==> src/rtl/sha_digest_serializer.sv <==
// ---------------------------------------------------------------------------
// sha_digest_serializer
//
// Purpose:
//   Captures the SHA-256 digest words when the core raises finish_flag and
//   streams them out one byte at a time over a valid/ready handshake, most
//   significant byte of hash[0] first (big-endian).
//
// Optional build macro:
//   SHA_SER_HEX_EN - when defined, every digest nibble is sent as a lowercase
//                    ASCII hex character (high nibble first), doubling the
//                    stream length to 8*NUM_WORDS characters.
//
// Parameters:
//   NUM_WORDS   number of 32-bit digest words captured and sent (1..8)
//   WORD_W      digest word width, fixed at 32
//
// Ports:
//   clk          rising-edge clock
//   rst          asynchronous active-low reset
//   finish_flag  digest-complete level from the SHA core
//   hash[8]      digest words, hash[0] is the most significant word
//   dout_ready   downstream accepts dout when high together with dout_valid
//   dout         current byte / character
//   dout_valid   dout holds a valid byte
//   dout_last    high with the final byte of the digest
//   busy         capture register owned, serialization in progress
//   overrun      sticky: a start event arrived while busy
// ---------------------------------------------------------------------------
module sha_digest_serializer #(
    parameter int NUM_WORDS = 8,
    parameter int WORD_W    = 32
) (
    input  logic              clk,
    input  logic              rst,
    input  logic              finish_flag,
    input  logic [WORD_W-1:0] hash [8],
    input  logic              dout_ready,
    output logic [7:0]        dout,
    output logic              dout_valid,
    output logic              dout_last,
    output logic              busy,
    output logic              overrun
);

`ifdef SHA_SER_HEX_EN
    localparam int CNT_W   = 6;
    localparam int NUM_OUT = 8 * NUM_WORDS;
`else
    localparam int CNT_W   = 5;
    localparam int NUM_OUT = 4 * NUM_WORDS;
`endif

    localparam logic [CNT_W-1:0] LAST_IDX = CNT_W'(NUM_OUT - 1);

    typedef enum logic {
        ST_IDLE = 1'b0,
        ST_SEND = 1'b1
    } state_t;

    state_t            r_state;
    logic              r_finish_q;
    logic [WORD_W-1:0] r_cap [8];
    logic [CNT_W-1:0]  r_cnt;
    logic [7:0]        r_dout;
    logic              r_valid;
    logic              r_last;
    logic              r_busy;
    logic              r_overrun;

    logic              w_start;
    logic              w_xfer;
    logic [CNT_W-1:0]  w_next_idx;
    logic [2:0]        w_word_idx;
    logic [WORD_W-1:0] w_shifted;
    logic [7:0]        w_next_byte;
    logic [7:0]        w_first_byte;

`ifdef SHA_SER_HEX_EN
    function automatic logic [7:0] to_hex(input logic [3:0] nib);
        to_hex = (nib < 4'd10) ? (8'h30 + {4'h0, nib}) : (8'h57 + {4'h0, nib});
    endfunction
`endif

    // A level held high counts once: only the 0->1 transition starts a stream.
    assign w_start    = finish_flag & ~r_finish_q;
    assign w_xfer     = r_valid & dout_ready;
    assign w_next_idx = r_cnt + 1'b1;

    // Byte that follows the one currently presented; only consumed while
    // r_cnt < LAST_IDX, so the word index always lands on a captured word.
    // NOTE: every always_comb output gets a default first so no path can
    // leave it unassigned and infer a latch.
    always_comb begin
        w_word_idx   = '0;
        w_shifted    = '0;
        w_next_byte  = 8'h00;
        w_first_byte = 8'h00;
`ifdef SHA_SER_HEX_EN
        w_word_idx   = w_next_idx[5:3];
        w_shifted    = r_cap[w_word_idx] << {w_next_idx[2:0], 2'b00};
        w_next_byte  = to_hex(w_shifted[31:28]);
        w_first_byte = to_hex(hash[0][31:28]);
`else
        w_word_idx   = w_next_idx[4:2];
        w_shifted    = r_cap[w_word_idx] << {w_next_idx[1:0], 3'b000};
        w_next_byte  = w_shifted[31:24];
        w_first_byte = hash[0][31:24];
`endif
    end

    // NOTE: sequential state uses non-blocking assignments only, so every
    // register samples pre-edge values regardless of statement order.
    always_ff @(posedge clk or negedge rst) begin
        if (!rst) begin
            r_state    <= ST_IDLE;
            r_finish_q <= 1'b0;
            r_cnt      <= '0;
            r_dout     <= 8'h00;
            r_valid    <= 1'b0;
            r_last     <= 1'b0;
            r_busy     <= 1'b0;
            r_overrun  <= 1'b0;
            // NOTE: the capture register is small and must read back as zero
            // after reset, so it is reset explicitly rather than left as
            // uninitialised storage.
            for (int i = 0; i < 8; i++) begin
                r_cap[i] <= '0;
            end
        end else begin
            r_finish_q <= finish_flag;
            case (r_state)
                ST_IDLE: begin
                    if (w_start) begin
                        for (int i = 0; i < 8; i++) begin
                            r_cap[i] <= (i < NUM_WORDS) ? hash[i] : '0;
                        end
                        r_cnt   <= '0;
                        r_dout  <= w_first_byte;
                        r_valid <= 1'b1;
                        r_last  <= (LAST_IDX == '0);
                        r_busy  <= 1'b1;
                        r_state <= ST_SEND;
                    end
                end
                ST_SEND: begin
                    // Any start while the stream owns the capture register,
                    // including the cycle of the last transfer, is dropped.
                    if (w_start) begin
                        r_overrun <= 1'b1;
                    end
                    if (w_xfer) begin
                        if (r_last) begin
                            r_valid <= 1'b0;
                            r_last  <= 1'b0;
                            r_busy  <= 1'b0;
                            r_cnt   <= '0;
                            r_state <= ST_IDLE;
                        end else begin
                            r_cnt  <= w_next_idx;
                            r_dout <= w_next_byte;
                            r_last <= (w_next_idx == LAST_IDX);
                        end
                    end
                end
                default: r_state <= ST_IDLE;
            endcase
        end
    end

    assign dout       = r_dout;
    assign dout_valid = r_valid;
    assign dout_last  = r_last;
    assign busy       = r_busy;
    assign overrun    = r_overrun;

endmodule

==> config.mk <==
export PLATFORM = sky130hd
export DESIGN_NAME = sha_digest_serializer
export DESIGN_NICKNAME = d
export VERILOG_FILES = /design/src/rtl/sha_digest_serializer.sv
export SDC_FILE = /design/constraint.sdc
export NUM_CORES = 1
export LEC_CHECK = 0
export CAP_MARGIN = 5
export CORE_MARGIN = 5
export CORE_UTILIZATION = 40
export DETAILED_ROUTE_END_ITERATION = 8
export PLACE_DENSITY = 0.66
export SYNTH_ARGS = -nofsm -noshare
export SYNTH_HDL_FRONTEND = slang
export SYNTH_SLANG_ARGS = --single-unit
==> constraint.sdc <==
create_clock -name clk -period 2.3 [get_ports clk]
set_clock_uncertainty 0.1 [all_clocks]
set_input_delay 0.575 -clock clk [delete_from_list [all_inputs] [get_ports clk]]
set_output_delay 0.575 -clock clk [all_outputs]
set_load 0.02 [all_outputs]
==> qor.csv <==
metric;value;unit
status;complete, but fails checks;
violations;setup timing;
required;2640;ps
layout_common_cells;nand2_1, dfrtp_1, clkdlybuf4s50_1, buf_4, mux2i_1;
tightest_slew;684;ps
grt_first_pass_wirelength;80300;um
yosysWarnings;0;
rsz0062_at_grt;yes;
fmax;403;MHz
grt_max_degree;81;
drive_gt1_frac;0.149;
synthToLayoutAreaGrowth;37.2;%
cts.path.max_buffers;3;
syn_nets;2042;
coreArea;37600;um2
cpMostUsedCell;buf_12;
final_common_cell;nand2_1;
hold_viol;0;
grt_pass1_vias;14000;
dp_cells;2590;
synth.avg_cell_area;8.53;um2
cp-start-kind;flop;
drv_cap;0;
die_y;205;um
gr-usage-all-layers;0.243;
criticalPathCategory;reg -> reg;
post-route-util;0.554;
clkSlewWorstSetupHoldPaths;70;ps
drt_iter0_drc;926;
synth-compound-area-share;0.140;
async_flop_share;1.00;
maxUsedRoutingLayer;met5;
wl;52500;um
boundaryPins;272;
synth_edf_count;0;
vdd_drop_max;708;uV
fill_cells;3457;
min_path_type;reg -> reg;
worst_skew_pair.late_latency;570;ps
cts_root_buf;clkbuf_16;
crit_buf_inv;3;
wl_per_cell;19.8;um
cp_slowest_stage_delay;610;ps
cts_tree;built;
wl_met3;3930;um
vias;14200;
dieArea;42000;um2
start_util;0.404;
ys_ff_latch;274;
synth_area;15200;um2
cp_max_fo;7;
synthMuxAreaShare;0.115;
synth_xor_area_frac;0.00560;
synth_top_family_by_area;simple AND/OR/NAND/NOR gates;
power_density;1140;nW/um2
syn_inst;1780;
detailed_place_hpwl;39600;um
ys_seq_area_frac;0.452;
critical-path-top-delay-family;multiplexers;
power;23.8;mW
endpoint_kind;flop;
gr-total-overflow;0;
htreeDepth;1;
antenna_left;0;
cp_cell_sequence;ha_4 -> xnor2_4 -> buf_12 -> buf_12 -> buf_12 -> mux4_2 -> o22a_1 -> o211ai_1 -> o311ai_1;
rows;71;
setup_viol;8;
slew_headroom;0.544;
clkSinkCount;274;
gp_congestion;0.964;
ys_types;81;
slew_viol_final;0;
finalNonFillerCells;2652;
synth-main-ff-cell;dfrtp_1;
critPathArrivalTime;2820;ps
cts_buffers;30;
drc_errors;0;
fin_crit;2480;ps
worst_slack;-183;ps
fin_nets;2380;
crit_slowest_cell;mux4_2;
met2WireLength;23000;um
numPortBuffers;271;
die_x;205;um
synthAdderAreaFrac;0.00165;
final.period_utilization;1.08;
yosys.area_share.simple;0.233;
wl_met1;24300;um
diodes;0;
viasPerCell;5.36;
p_leak;9.58;nW
antenna_found_initial;2;
drt-pass1-iter-count;5;
-- what timing repair did --
action / 4_1_cts / 5_1_grt
gates cloned: 0 / 1
hold buffers: 1 / 0
gates resized for setup: 28 / 14
pin swaps: 2 / 7
setup endpoints to repair: 15 / 9
setup buffers: 4 / 1
endpoints found under the hold margin: 59 / 0
-- cells in the mapped netlist (all sizes together) (6+ instances only) --
cell type / instances / area, um2
dfrtp: 274 / 6860
o2bb2ai: 6 / 52.6
mux2i: 94 / 941
a221oi: 10 / 93.8
nor3b: 6 / 50.1
nor2b: 8 / 52.6
mux4: 28 / 631
inv: 18 / 67.6
o211ai: 21 / 158
o21ai: 85 / 429
nor2: 38 / 143
nand2b: 11 / 68.8
clkbuf: 66 / 249
mux2: 16 / 180
buf: 71 / 479
nand2: 781 / 2940
nand3: 8 / 45.0
o221ai: 6 / 52.6
a21oi: 51 / 255
nor3: 6 / 35.0
o32ai: 11 / 96.3
o22ai: 49 / 307
a211oi: 22 / 165
-- kinds of logic after synthesis --
logic type,after synthesis
AO/OA/AOI/OAI,321
XOR/XNOR,5
adder cells (fa/ha/maj),2
buffers and inverters,155
flip-flops,274
multiplexers,138
AND/OR/NAND/NOR,885
-- worst min-delay path: cells and delay by family (launching register included) --
family / cells / cell delay [ps]
DFF: 1 / 330
and+or+nand+nor: 2 / 100
-- sequential cells by signal (all words and copies together) (netlist names) --
register    count
r_cnt           5
dout            8
busy            1
dout_last       1
r_finish_q      1
overrun         1
r_state         1
r_cap         256
-- routing by layer --
metal,vias up,track usage
met1,6889,0.360
met4,4,0.0637
li1,6735,-
met5,-,0
met2,499,0.365
met3,79,0.0516
-- worst paths after layout --
check,start,endpoint,slack (ps),cells after the start
setup / recovery,r_cnt[1],dout[5],-180,9
hold / removal,r_cap[7],r_cap[7],370,2
setup reg to reg,r_cnt[1],dout[5],-180,9
hold reg to reg,r_cap[7],r_cap[7],370,2
max in group asynchronous,rst,r_cap[202],910,3
min in group asynchronous,rst,r_cap[122],510,2
-- report_power, final --
group | leakage (nW) | internal [mW] | switching [mW]
combinational | 5.58 | 5.23 | 5.36
clock | 0.550 | 3.40 | 2.03
sequential | 3.45 | 6.37 | 1.41
total | 9.58 | 15.0 | 8.80
-- cell type report --
| class | count | area (um2) | share of cell area |
|---|---|---|---|
| multi-input cells | 1351 | 7710 | 0.371 |
| clock inverters | 15 | 264 | 0.0127 |
| repair buffers | 443 | 4410 | 0.212 |
| clock buffers | 40 | 860 | 0.0413 |
| inverters | 18 | 67.6 | 0.00324 |
| flip-flops and latches | 274 | 6870 | 0.330 |
| well taps | 511 | 639 | 0.0307 |
-- per-stage QoR --
stage,TNS (ps),instance area (um2),setup slack [ps],hold slack [ps]
after detailed placement,-28620,19500,-342,359
after global placement,-22550,19500,-348,351
after CTS,-874,20700,-159,374
final,-1090,20800,-183,369
after floorplan,-12.2,15200,-12.2,179
after global routing,-1630,20800,-249,401
(Power assumes the default switching activity.)
